File: src/rtl/cnn_pkg.sv
// Shared constants and FSM state type for the convolution window sequencer.
package cnn_pkg;
  localparam int KERNEL = 3;
  localparam int TAPS   = 9;
  localparam int PIX_W  = 8;
  localparam int ACC_W  = 16;

  typedef enum logic [1:0] {IDLE, PRIME, STREAM, DRAIN} state_t;
endpackage

File: src/rtl/conv_window_sequencer_if.sv
// Bundles the frame-control, weight-load, image-buffer, PU and result signals.
interface conv_window_sequencer_if #(parameter int ADDR_W = 6);
  logic                        start;
  logic                        wt_wr_en;
  logic [3:0]                  wt_addr;
  logic [cnn_pkg::PIX_W-1:0]   wt_data;
  logic [ADDR_W-1:0]           img_addr;
  logic [cnn_pkg::PIX_W-1:0]   img_data;
  logic                        start_pu;
  logic [cnn_pkg::PIX_W-1:0]   pixel_out;
  logic [cnn_pkg::PIX_W-1:0]   weight_out;
  logic [cnn_pkg::ACC_W-1:0]   result_in;
  logic                        done_pu_in;
  logic                        out_valid;
  logic [cnn_pkg::ACC_W-1:0]   out_data;
  logic [ADDR_W-1:0]           out_idx;
  logic                        busy;
  logic                        done;

  modport master (
    output start, wt_wr_en, wt_addr, wt_data, img_data, result_in, done_pu_in,
    input  img_addr, start_pu, pixel_out, weight_out, out_valid, out_data, out_idx, busy, done
  );

  modport slave (
    input  start, wt_wr_en, wt_addr, wt_data, img_data, result_in, done_pu_in,
    output img_addr, start_pu, pixel_out, weight_out, out_valid, out_data, out_idx, busy, done
  );
endinterface

File: src/rtl/window_addr_gen.sv
// Raster walk of a stride-1 3x3 window: kx innermost, then ky, ocol, orow.
module window_addr_gen
  import cnn_pkg::*;
#(
  parameter int IMG_W  = 8,
  parameter int IMG_H  = 8,
  parameter int ADDR_W = 6
) (
  input  logic              clk,
  input  logic              reset,
  input  logic              advance,
  input  logic              clear,
  output logic [ADDR_W-1:0] addr,
  output logic              last_tap,
  output logic              last_window
);
  localparam logic [1:0]        K_MAX    = 2'(KERNEL - 1);
  localparam logic [ADDR_W-1:0] OCOL_MAX = ADDR_W'(IMG_W - KERNEL);
  localparam logic [ADDR_W-1:0] OROW_MAX = ADDR_W'(IMG_H - KERNEL);
  localparam logic [ADDR_W-1:0] ROW_LEN  = ADDR_W'(IMG_W);

  logic [1:0]        kx_q, kx_d, ky_q, ky_d;
  logic [ADDR_W-1:0] ocol_q, ocol_d, orow_q, orow_d;
  logic [ADDR_W-1:0] row, col;

  always_comb begin
    last_tap    = (kx_q == K_MAX) && (ky_q == K_MAX);
    last_window = (ocol_q == OCOL_MAX) && (orow_q == OROW_MAX);
    row         = orow_q + ADDR_W'(ky_q);
    col         = ocol_q + ADDR_W'(kx_q);
    addr        = row * ROW_LEN + col;
  end

  always_comb begin
    kx_d   = kx_q;
    ky_d   = ky_q;
    ocol_d = ocol_q;
    orow_d = orow_q;
    if (clear) begin
      kx_d   = '0;
      ky_d   = '0;
      ocol_d = '0;
      orow_d = '0;
    end else if (advance) begin
      if (kx_q != K_MAX) begin
        kx_d = kx_q + 2'd1;
      end else begin
        kx_d = '0;
        if (ky_q != K_MAX) begin
          ky_d = ky_q + 2'd1;
        end else begin
          ky_d = '0;
          if (ocol_q != OCOL_MAX) begin
            ocol_d = ocol_q + 1'b1;
          end else begin
            ocol_d = '0;
            orow_d = (orow_q != OROW_MAX) ? orow_q + 1'b1 : '0;
          end
        end
      end
    end
  end

  always_ff @(posedge clk) begin
    if (reset) begin
      kx_q   <= '0;
      ky_q   <= '0;
      ocol_q <= '0;
      orow_q <= '0;
    end else begin
      kx_q   <= kx_d;
      ky_q   <= ky_d;
      ocol_q <= ocol_d;
      orow_q <= orow_d;
    end
  end
endmodule

File: src/rtl/conv_window_sequencer.sv
// Streams 3x3 windows of the image buffer into one processing unit and
// captures one result per window in raster order.
//   state  | meaning
//   IDLE   | waiting for start; weight file writable
//   PRIME  | issue tap 0 of window 0 to the image buffer
//   STREAM | present previous tap to PU, issue next address
//   DRAIN  | PU idle, waiting for the remaining results
module conv_window_sequencer
  import cnn_pkg::*;
#(
  parameter int IMG_W  = 8,
  parameter int IMG_H  = 8,
  parameter int ADDR_W = 6
) (
  input logic                    clk,
  input logic                    reset,
  conv_window_sequencer_if.slave bus
);
  localparam int                N      = (IMG_W - 2) * (IMG_H - 2);
  localparam logic [ADDR_W-1:0] N_CNT  = ADDR_W'(N);
  localparam logic [ADDR_W-1:0] N_LAST = ADDR_W'(N - 1);
  localparam logic [3:0]        T_LAST = 4'(TAPS - 1);

  state_t             state_q, state_d;
  logic [3:0]         tap_q, tap_d;
  logic               last_issued_q, last_issued_d;
  logic [ADDR_W-1:0]  res_cnt_q, res_cnt_d;
  logic [PIX_W-1:0]   wt_q [TAPS];
  logic [PIX_W-1:0]   wt_d [TAPS];
  logic               out_valid_q, out_valid_d;
  logic [ACC_W-1:0]   out_data_q, out_data_d;
  logic [ADDR_W-1:0]  out_idx_q, out_idx_d;
  logic               done_q, done_d;

  logic               gen_advance, gen_clear, last_tap, last_window;
  logic [ADDR_W-1:0]  gen_addr;
  logic               start_pu, accept;

  window_addr_gen #(.IMG_W(IMG_W), .IMG_H(IMG_H), .ADDR_W(ADDR_W)) u_addr_gen (
    .clk         (clk),
    .reset       (reset),
    .advance     (gen_advance),
    .clear       (gen_clear),
    .addr        (gen_addr),
    .last_tap    (last_tap),
    .last_window (last_window)
  );

  always_comb begin
    state_d       = state_q;
    tap_d         = tap_q;
    last_issued_d = last_issued_q;
    res_cnt_d     = res_cnt_q;
    wt_d          = wt_q;
    gen_advance   = 1'b0;
    gen_clear     = 1'b0;
    start_pu      = 1'b0;
    accept        = 1'b0;
    case (state_q)
      IDLE: begin
        gen_clear = 1'b1;
        if (bus.wt_wr_en && (bus.wt_addr <= T_LAST)) wt_d[bus.wt_addr] = bus.wt_data;
        if (bus.start) state_d = PRIME;
      end
      PRIME: begin
        gen_advance   = 1'b1;
        tap_d         = '0;
        last_issued_d = 1'b0;
        res_cnt_d     = '0;
        state_d       = STREAM;
      end
      STREAM: begin
        start_pu    = 1'b1;
        accept      = bus.done_pu_in;
        gen_advance = !last_issued_q;
        if (gen_advance && last_tap && last_window) last_issued_d = 1'b1;
        tap_d = (tap_q == T_LAST) ? 4'd0 : tap_q + 4'd1;
        // last_issued_q marks the cycle presenting the final tap of the frame
        if (last_issued_q) state_d = DRAIN;
      end
      DRAIN: begin
        accept = bus.done_pu_in;
        if (res_cnt_q == N_CNT) state_d = IDLE;
      end
      default: state_d = IDLE;
    endcase
    if (accept) res_cnt_d = res_cnt_q + 1'b1;

    out_valid_d = accept;
    out_data_d  = accept ? bus.result_in : out_data_q;
    out_idx_d   = accept ? res_cnt_q : out_idx_q;
    done_d      = accept && (res_cnt_q == N_LAST);
  end

  always_ff @(posedge clk) begin
    if (reset) begin
      state_q       <= IDLE;
      tap_q         <= '0;
      last_issued_q <= 1'b0;
      res_cnt_q     <= '0;
      wt_q          <= '{default: '0};
      out_valid_q   <= 1'b0;
      out_data_q    <= '0;
      out_idx_q     <= '0;
      done_q        <= 1'b0;
    end else begin
      state_q       <= state_d;
      tap_q         <= tap_d;
      last_issued_q <= last_issued_d;
      res_cnt_q     <= res_cnt_d;
      wt_q          <= wt_d;
      out_valid_q   <= out_valid_d;
      out_data_q    <= out_data_d;
      out_idx_q     <= out_idx_d;
      done_q        <= done_d;
    end
  end

  always_comb begin
    bus.img_addr   = gen_addr;
    bus.start_pu   = start_pu;
    bus.pixel_out  = start_pu ? bus.img_data : '0;
    bus.weight_out = start_pu ? wt_q[tap_q] : '0;
    bus.out_valid  = out_valid_q;
    bus.out_data   = out_data_q;
    bus.out_idx    = out_idx_q;
    bus.busy       = (state_q != IDLE);
    bus.done       = done_q;
  end
endmodule

File: src/flat_wrapper.sv
// flat-port wrapper written by rule: the top's interface ports become plain ports
module conv_window_sequencer_flat import cnn_pkg::*;
#(
  parameter int IMG_W  = 8,
  parameter int IMG_H  = 8,
  parameter int ADDR_W = 6
)
  (clk, reset, bus_start, bus_wt_wr_en, bus_wt_addr, bus_wt_data, bus_img_data, bus_result_in, bus_done_pu_in, bus_img_addr, bus_start_pu, bus_pixel_out, bus_weight_out, bus_out_valid, bus_out_data, bus_out_idx, bus_busy, bus_done);
  conv_window_sequencer_if #(.ADDR_W(ADDR_W)) bus_i ();
  input logic clk;
  input logic reset;
  input wire logic [$bits(bus_i.start)-1:0] bus_start;
  input wire logic [$bits(bus_i.wt_wr_en)-1:0] bus_wt_wr_en;
  input wire logic [$bits(bus_i.wt_addr)-1:0] bus_wt_addr;
  input wire logic [$bits(bus_i.wt_data)-1:0] bus_wt_data;
  input wire logic [$bits(bus_i.img_data)-1:0] bus_img_data;
  input wire logic [$bits(bus_i.result_in)-1:0] bus_result_in;
  input wire logic [$bits(bus_i.done_pu_in)-1:0] bus_done_pu_in;
  output wire logic [$bits(bus_i.img_addr)-1:0] bus_img_addr;
  output wire logic [$bits(bus_i.start_pu)-1:0] bus_start_pu;
  output wire logic [$bits(bus_i.pixel_out)-1:0] bus_pixel_out;
  output wire logic [$bits(bus_i.weight_out)-1:0] bus_weight_out;
  output wire logic [$bits(bus_i.out_valid)-1:0] bus_out_valid;
  output wire logic [$bits(bus_i.out_data)-1:0] bus_out_data;
  output wire logic [$bits(bus_i.out_idx)-1:0] bus_out_idx;
  output wire logic [$bits(bus_i.busy)-1:0] bus_busy;
  output wire logic [$bits(bus_i.done)-1:0] bus_done;
  assign bus_i.start = bus_start;
  assign bus_i.wt_wr_en = bus_wt_wr_en;
  assign bus_i.wt_addr = bus_wt_addr;
  assign bus_i.wt_data = bus_wt_data;
  assign bus_i.img_data = bus_img_data;
  assign bus_i.result_in = bus_result_in;
  assign bus_i.done_pu_in = bus_done_pu_in;
  assign bus_img_addr = bus_i.img_addr;
  assign bus_start_pu = bus_i.start_pu;
  assign bus_pixel_out = bus_i.pixel_out;
  assign bus_weight_out = bus_i.weight_out;
  assign bus_out_valid = bus_i.out_valid;
  assign bus_out_data = bus_i.out_data;
  assign bus_out_idx = bus_i.out_idx;
  assign bus_busy = bus_i.busy;
  assign bus_done = bus_i.done;
  conv_window_sequencer #(.IMG_W(IMG_W), .IMG_H(IMG_H), .ADDR_W(ADDR_W)) u_core (.clk(clk), .reset(reset), .bus(bus_i));
endmodule
File: config.mk
export PLATFORM = sky130hd
export DESIGN_NAME = conv_window_sequencer_flat
export DESIGN_NICKNAME = d
export VERILOG_FILES = /design/src/rtl/cnn_pkg.sv /design/src/rtl/conv_window_sequencer_if.sv /design/src/rtl/window_addr_gen.sv /design/src/rtl/conv_window_sequencer.sv /design/src/flat_wrapper.sv
export SDC_FILE = /design/constraint.sdc
export NUM_CORES = 1
export LEC_CHECK = 0
export CAP_MARGIN = 20
export CELL_PAD_IN_SITES_DETAIL_PLACEMENT = 1
export CELL_PAD_IN_SITES_GLOBAL_PLACEMENT = 1
export CORE_ASPECT_RATIO = 0.8
export CORE_UTILIZATION = 41
export CTS_BUF_LIST = sky130_fd_sc_hd__clkbuf_16
export CTS_CLUSTER_SIZE = 25
export DETAILED_ROUTE_END_ITERATION = 10
export GPL_TIMING_DRIVEN = 0
export PLACE_DENSITY = 0.76
export RECOVER_POWER = 50
export SLEW_MARGIN = 20
export SYNTH_ARGS = -nofsm -noshare
export SYNTH_HDL_FRONTEND = slang
export SYNTH_SLANG_ARGS = --single-unit
File: constraint.sdc
create_clock -name clk -period 2.5 [get_ports clk]
set_input_delay 0.375 -clock clk [delete_from_list [all_inputs] [get_ports clk]]
set_output_delay 0.375 -clock clk [all_outputs]
set_load 0.005 [all_outputs]
==> results.json, run 1 <==
{
  "grt_max_degree": 17,
  "max_freq_mhz": 386.2,
  "arrival_ns": 2.21,
  "routed_wl_mm": 17.68,
  "core_mm2": 0.01384,
  "syn_avg_cell_area_um2": 9.166,
  "grt_overflow": 0,
  "placementRows": 38,
  "finClkSkew_ns": 0.01110,
  "grt_pass1_vias": 5406,
  "hold_viol": 0,
  "cts_tree": "done",
  "root_buffer": "clkbuf_16",
  "grt_first_pass_wirelength_mm": 28.17,
  "status": "complete, but fails checks",
  "fin_crit_sh_pct": 103.6,
  "setup_slack_ns": -0.08943,
  "cts.sinks": 125,
  "clkTransAtPathRegs_ns": 0.05,
  "drtIter0Drc": 246,
  "post-route-min-period_ns": 2.589,
  "grt_usage_pct": 25.05,
  "async_reset_ff_share_pct": 0,
  "ir_worst_vdd_mv": 0.5024,
  "antenna_found_initial": 1,
  "num_io_pins": 89,
  "port_buffers": 76,
  "viasPerCell": 5.427,
  "insertion_delay_ns": 0.42,
  "ys_warn_count": 0,
  "synth_ff_type": "dfxtp_1",
  "synth.distinct_cells": 56,
  "final_common_cell": "dfxtp_1",
  "final_layout_size_suffix_gt1_share_pct": 12.17,
  "finalMaxSlewViolations": 0,
  "syn2layout_area_growth_pct": 28.74,
  "place_ws_ns": -0.3745,
  "die_h_um": 109.4,
  "cap_violations": 0,
  "layout_common_cells": "dfxtp_1, nand2_1, mux2i_1, nor2_1, a21oi_1",
  "required_ns": 2.12,
  "drtAntennaViolNets": 0,
  "leakagePower_uw": 0.002891,
  "diodes": 0,
  "hold-worst-slack_ns": 0.3330,
  "first_pass_iters": 4,
  "critPathMaxFanout": 3,
  "violations": "setup timing",
  "die_w_um": 136.3,
  "wl_per_cell_um": 18.89,
  "power_uw": 5622,
  "die_area_mm2": 0.01491,
  "ys_seq_area_share_pct": 42.33,
  "cts_buffer_depth": 2,
  "worst_pin_slew_ns": 0.8534,
  "nets": 806,
  "hold_path.class": "input pin to register",
  "setup_viol_count_final": 5,
  "drcViolationCount": 0,
  "ys_seq_elements": 125,
  "synth-edff-count": 0,
  "htree_levels": 4,
  "netlist_instances": 645,
  "max-slew-margin-rel_pct": 42.68,
  "syn-num-nets": 706,
  "end_kind": "primary output",
  "gp_congestion": 0.7915,
  "worst-setup-path-type": "register to primary output",
  "synth_area_mm2": 0.005912,
  "dp_hpwl_mm": 12.44,
  "start_util_pct": 42.73,
  "rsz0062_at_grt": "yes",
  "vias": 5080,
  "pwr_density_cell_mw_per_mm2": 738.6,
  "start_kind": "register",
  "cts_buffers": 17
}
critical path, stage by stage, from the launching register on:
cell and delay [ns]:
dfxtp_4 0.35, ha_4 0.16, fa_1 0.55, ha_4 0.22, a21oi_2 0.12, o21ai_2 0.07, xnor2_1 0.17, buf_2 0.15
cell usage after synthesis, types with 9 or more instances:
master      n  area [um^2]
mux2i_1    75        750.7
dfxtp_1   125         2502
nor2_1     74        277.8
a21oi_1    55        275.3
and2_1      9        56.30
a221oi_1    9        78.83
clkbuf_1   30        112.6
o21ai_0    31        155.2
ha_1       18        225.2
nand2_1    85        319.1
inv_1      14        52.55
cell families (layout without fill, tap and decap cells):
group	Yosys count	after routing	synth area share, %
AO/OA/AOI/OAI	120	120	12.13
XOR/XNOR	15	15	2.222
adder cells (fa/ha/maj)	20	20	4.487
buffers and inverters	60	171	4.339
flip-flops	125	125	42.33
multiplexers	83	83	15.75
AND/OR/NAND/NOR	222	222	18.75
routing by layer:
metal  global-route usage, %  vias to the layer above  part of all wire (%)
li1                        -                     2441                     -
met1                   30.23                     2519                    44
met2                   43.98                       93                    50
met3                   5.394                       25                   3.8
met4                   8.889                        2                   1.8
met5                       0                        -                 0.062
through the flow:
| step | std cells | TNS, ns | area (um^2) | util, % |
|---|---|---|---|---|
| 2_1_floorplan | 645 | 0 | 5912 | - |
| 3_3_place_gp | 901 | -2.373 | 6898 | 49.86 |
| 3_5_place_dp | 901 | -2.664 | 6898 | 49.86 |
| 4_1_cts | 936 | -0.1054 | 7621 | 55.08 |
| 5_1_grt | 936 | -3.668 | 7611 | 55.01 |
| 6_report | 936 | -0.1438 | 7611 | 55.01 |
cell type report:
cell class                 count  area (um^2)
buffer                        44        230.2
clock buffer                  17        425.4
clock inverter                13        112.6
fill                        1592         6225
inverter                      14        52.55
multi-input combinational    460         3251
sequential                   125         2516
tap                          180        225.2
timing repair buffer          83        798.3
power breakdown:
group | total (uW) | switching [uW] | internal, uW
Sequential | 2130 | 58.7 | 2070
Combinational | 1200 | 694 | 509
Clock | 2290 | 864 | 1420
Total | 5620 | 1620 | 4000
flip-flops by register name, indices dropped and copies added (netlist names):
name	cells
u_core.bus.out_data	16
u_core.u_addr_gen.kx_q	2
u_core.bus.out_idx	6
u_core.res_cnt_q	6
u_core.u_addr_gen.orow_q	6
u_core.bus.done	1
u_core.state_q	2
u_core.wt_q	72
u_core.bus.out_valid	1
u_core.u_addr_gen.ocol_q	6
u_core.last_issued_q	1
u_core.tap_q	4
u_core.u_addr_gen.ky_q	2
worst paths after layout:
check                                          startpoint                      to  slack (ns)  depth (start not counted)
worst max register to register          u_core.state_q[1]         u_core.wt_q[23]       -0.02                          7
worst min-delay path                                reset    u_core.bus.out_valid        0.33                          2
worst min register to register     u_core.bus.out_data[5]  u_core.bus.out_data[5]        0.45                          2
worst max-delay path            u_core.u_addr_gen.ky_q[0]         bus_img_addr[5]       -0.09                          7
timing repair:
action	in CTS	in global routing
resized for setup	64	20
hold buffers	0	0
pin swaps	14	7
endpoints found under the setup margin	20	20
buffers inserted	7	0
No activity file was read; power rests on OpenSTA's default activity.
==> run 2: changes to the inputs <==
Settings changed: CORE_ASPECT_RATIO 0.8 to not set.
==> results.json, run 2 (synthesis results as in run 1) <==
{
  "required_ns": 2.12,
  "max_freq_mhz": 392.4,
  "leakagePower_uw": 0.002884,
  "critPathMaxFanout": 3,
  "wl_per_cell_um": 18.56,
  "drtIter0Drc": 151,
  "drtAntennaViolNets": 0,
  "start_kind": "register",
  "ir_worst_vdd_mv": 0.5685,
  "cts_buffer_depth": 2,
  "stdcell_count": 937,
  "hold_path.class": "input pin to register",
  "syn2layout_area_growth_pct": 28.40,
  "place_ws_ns": -0.3800,
  "pwr_density_cell_mw_per_mm2": 737.5,
  "grt_max_degree": 17,
  "holdPathStages": 2,
  "finalMaxSlewViolations": 0,
  "cts_tree": "done",
  "drcViolationCount": 0,
  "cts.sinks": 125,
  "cp_slowest_stage_delay_ns": 0.54,
  "start_util_pct": 42.26,
  "rsz0062_at_grt": "yes",
  "reg2reg_slack_ns": 0.15,
  "status": "complete, but fails checks",
  "crit_slowest_cell": "fa_1",
  "hold-worst-slack_ns": 0.3027,
  "diodes": 0,
  "insertion_delay_ns": 0.42,
  "grt_first_pass_wirelength_mm": 27.63,
  "placed_cells": 901,
  "cap_violations": 0,
  "setup_slack_ns": -0.04859,
  "power_uw": 5599,
  "switching_share_pct": 28.77,
  "grt_pass1_vias": 5478,
  "htree_levels": 4,
  "seqPwrFrac_pct": 38.1,
  "dp_hpwl_mm": 12.18,
  "die_w_um": 122.1,
  "path_cells": "ha_4 -> fa_1 -> ha_4 -> a21oi_2 -> o21ai_2 -> xnor2_1 -> buf_2",
  "first_pass_iters": 4,
  "ff2ff_path_depth": 7,
  "antenna_found_initial": 0,
  "port_buffers": 76,
  "die_h_um": 122.1,
  "largest_register_ffs": 72,
  "cpMostUsedCell": "ha_4",
  "arrival_ns": 2.17,
  "viasPerCell": 5.436,
  "power.internal_uw": 3988,
  "gp_congestion": 0.7891,
  "crit_buf_inv": 1,
  "power.switching_uw": 1611,
  "placementRows": 43,
  "regMostFlops": "u_core.wt_q",
  "violations": "setup timing",
  "final_layout_size_suffix_gt1_share_pct": 11.62,
  "nets": 805,
  "grt_usage_pct": 24.50,
  "fin_crit_sh_pct": 101.9,
  "worst_pin_slew_ns": 0.8243,
  "setup_tns_ns": -0.04859,
  "worst-setup-path-type": "register to primary output",
  "finClkSkew_ns": 0.008307,
  "max-slew-margin-rel_pct": 45.05,
  "final_common_cell": "dfxtp_1",
  "post-route-min-period_ns": 2.549,
  "num_io_pins": 89,
  "routed_wl_mm": 17.39,
  "root_buffer": "clkbuf_16",
  "vias": 5094,
  "clkPwrFrac_pct": 41.0,
  "hold_viol": 0,
  "clkTransAtPathRegs_ns": 0.05,
  "grt_overflow": 0,
  "cts_buffers": 17,
  "crit_family": "adder cells",
  "end_kind": "primary output",
  "setup_viol_count_final": 1,
  "fillers": 1597,
  "path_depth": 7,
  "layout_common_cells": "dfxtp_1, nand2_1, mux2i_1, nor2_1, a21oi_1",
  "combPwrFrac_pct": 20.9,
  "core_mm2": 0.01399,
  "die_area_mm2": 0.01490
}
## run 2: cell count changes in the layout (fill, tap and decap cells not counted), sizes merged
cell | previous run | this run
dlygate4sd3 | 24 | 25
dlygate4sd2 | 6 | 7
inv | 18 | 20
clkdlybuf4s50 | 42 | 41
buf | 20 | 18
## run 2: final cells by class
cell class	count	area, um^2	area share, %
Inverter	14	52.55	0.6923
Tap cell	180	225.2	2.967
Clock buffer	17	425.4	5.604
Timing Repair Buffer	82	785.8	10.35
Clock inverter	15	117.6	1.549
Multi-Input combinational cell	460	3259	42.94
Sequential cell	125	2512	33.10
Buffer	44	212.7	2.802
## run 2: metrics by stage
step	area [um^2]	util (%)
final	7591	54.27
after global routing	7591	54.27
after CTS	7594	54.28
after detailed placement	6898	49.31
after global placement	6898	49.31
after floorplan	5912	-
## run 2: what timing repair did
item	in CTS	in global routing
resized for setup	59	18
endpoints found under the setup margin	20	19
buffers inserted	6	0
hold buffers	0	0
pin swaps	18	5
## run 2: path summary, 6_finish.rpt
kind | from | to
setup / recovery | u_core.u_addr_gen.orow_q[0] | bus_img_addr[5]
hold / removal | reset | u_core.bus.out_valid
setup reg to reg | u_core.state_q[0] | u_core.wt_q[39]
hold reg to reg | u_core.bus.out_data[3] | u_core.bus.out_data[3]
## run 2: routing by layer
layer	part of all wire (%)	wire [um]	global-route usage (%)
met1	42	7278	27.63
met2	50	8690	42.55
met3	4.6	808	5.712
met4	3.5	613	13.34
met5	0	0	0
## run 2: power groups by stage
stage	Combinational, uW	Clock [uW]	Sequential, uW
after floorplan	705	0	2160
after global placement	1110	0	2170
after detailed placement	1160	0	2170
after CTS	1190	2330	2130
after global routing	1270	2430	2140
final	1170	2290	2140
==> run 3: changes to the inputs <==
Clock period 2.5 ns to 2.6 ns, I/O delays scaled along.
==> results.json, run 3 (synthesis results as in run 1) <==
{
  "start_util_pct": 42.26,
  "fillers": 1604,
  "reg2reg_slack_ns": 0.26,
  "grt_pass1_vias": 5481,
  "syn2layout_area_growth_pct": 27.94,
  "end_kind": "primary output",
  "cts_tree": "done",
  "finalMaxSlewViolations": 0,
  "largest_register_ffs": 72,
  "pwr_density_cell_mw_per_mm2": 709.8,
  "rr_endpoint": "u_core.wt_q[6]",
  "max_freq_mhz": 390.0,
  "final_common_cell": "dfxtp_1",
  "root_buffer": "clkbuf_16",
  "vias": 5113,
  "r2r-start": "u_core.state_q[0]",
  "cap_violations": 0,
  "leakagePower_uw": 0.002876,
  "crit_family": "adder cells",
  "path_cells": "ha_4 -> fa_1 -> ha_4 -> a21oi_2 -> o21ai_2 -> xnor2_1 -> buf_2",
  "regMostFlops": "u_core.wt_q",
  "setup_viol_count_final": 0,
  "seqPwrFrac_pct": 38.2,
  "layout_common_cells": "dfxtp_1, nand2_1, mux2i_1, nor2_1, a21oi_1",
  "wl_per_cell_um": 18.51,
  "critPathMaxFanout": 3,
  "gp_congestion": 0.7891,
  "power.switching_uw": 1543,
  "finalCoreUtilization_pct": 54.07,
  "multiInputGateArea_mm2": 0.003236,
  "required_ns": 2.21,
  "switching_share_pct": 28.74,
  "ff2ff_path_depth": 8,
  "die_w_um": 122.1,
  "cpMostUsedCell": "ha_4",
  "port_buffers": 76,
  "finClkSkew_ns": 0.004860,
  "path_depth": 7,
  "num_io_pins": 89,
  "crit_buf_inv": 1,
  "dp_hpwl_mm": 12.18,
  "viasPerCell": 5.457,
  "clkPwrFrac_pct": 41.1,
  "hold_viol": 0,
  "htree_levels": 4,
  "final_layout_size_suffix_gt1_share_pct": 10.57,
  "fin_crit_sh_pct": 98.61,
  "post-route-min-period_ns": 2.564,
  "worst_pin_slew_ns": 0.9023,
  "max-slew-margin-rel_pct": 39.52,
  "combPwrFrac_pct": 20.7,
  "cts_buffer_depth": 2,
  "grt_max_degree": 17,
  "grt_usage_pct": 24.51,
  "status": "finished clean",
  "nets": 805,
  "arrival_ns": 2.17,
  "die_area_mm2": 0.01490,
  "diodes": 0,
  "core_mm2": 0.01399,
  "insertion_delay_ns": 0.42,
  "drtIter0Drc": 156,
  "drtAntennaViolNets": 0,
  "holdPathStages": 2,
  "antenna_found_initial": 0,
  "placementRows": 43,
  "worst-setup-path-type": "register to primary output",
  "drcViolationCount": 0,
  "clkTransAtPathRegs_ns": 0.05,
  "power.internal_uw": 3826,
  "crit_slowest_cell": "fa_1",
  "rsz0062_at_grt": "yes",
  "cts.sinks": 125,
  "hold-path-endpoint": "u_core.bus.out_valid",
  "ir_worst_vdd_mv": 0.5457,
  "hold-worst-slack_ns": 0.3202,
  "routed_wl_mm": 17.35,
  "start_kind": "register",
  "regArea_mm2": 0.002509,
  "first_pass_iters": 4,
  "worstHoldStart": "reset",
  "die_h_um": 122.1,
  "grt_overflow": 0,
  "cp_slowest_stage_delay_ns": 0.54,
  "cts_buffers": 17,
  "grt_first_pass_wirelength_mm": 27.65,
  "hold_path.class": "input pin to register"
}
-- run 3: changes by cell type in the layout (fill, tap and decap cells not counted), moves of 2 or more --
cell / delta
dfxtp_2: -3
o21ai_0: +2
clkbuf_2: -2
dlygate4sd2_1: +2
dfxtp_1: +3
-- run 3: power by group through the flow --
stage	logic (uW)	registers, uW	clock network (uW)
floorplan	678	2080	0
global placement	1070	2080	0
detailed placement	1110	2090	0
CTS	1150	2050	2240
global route	1210	2060	2340
finish	1110	2050	2210
-- run 3: per-layer routing --
metal  GRT usage [%]  routed length [um]  vias to the layer above
met5               0                   0                        -
met2           42.55                8583                      121
met1           27.66                7398                     2507
met4           13.34                 646                        0
met3           5.712                 721                       41
li1                -                   -                     2444
-- run 3: area by class of cell --
cell class,instances,share of cell area (%)
Timing Repair Buffer,82,10.44
Clock inverter,15,1.555
Sequential cell,125,33.17
Multi-Input combinational cell,460,42.78
Inverter,14,0.6948
Buffer,44,2.763
Tap cell,180,2.978
Clock buffer,17,5.624
-- run 3: how the worst max path moves through the flow --
stage                                 from                end  slack, ns
3_3_place_gp               u_core.tap_q[0]  bus_weight_out[4]      -0.31
3_5_place_dp               u_core.tap_q[0]  bus_weight_out[4]      -0.30
2_1_floorplan  u_core.u_addr_gen.orow_q[0]    bus_img_addr[5]       0.44
4_1_cts        u_core.u_addr_gen.orow_q[0]    bus_img_addr[5]      0.007
6_report       u_core.u_addr_gen.orow_q[0]    bus_img_addr[5]       0.04
5_1_grt        u_core.u_addr_gen.orow_q[0]    bus_img_addr[5]      -0.03
-- run 3: worst register-to-register path, stage by stage, from the launching register on --
cell      delay, ns
dfxtp_1        0.41
inv_1          0.11
ha_1           0.20
clkbuf_2       0.19
and4bb_1       0.28
nand3b_1       0.11
clkbuf_1       0.56
mux2i_1        0.27
nor2_1         0.06
-- run 3: what timing repair did --
action,in CTS,in global routing
pin swaps,17,0
gates resized for setup,55,5
hold buffers,0,0
setup buffers,6,0
endpoints found under the setup margin,19,6
-- run 3: stage by stage --
stage                     setup WS (ns)  instances  power [uW]  cell area (um^2)  setup TNS (ns)
after global routing           -0.03380        937        5604              7564        -0.05586
after CTS                      0.007150        937        5438              7585               0
after global placement          -0.3146        901        3153              6898          -1.823
after detailed placement        -0.2950        901        3201              6898          -1.949
final                           0.03605        937        5368              7564               0
after floorplan                  0.4392        645        2758              5912               0
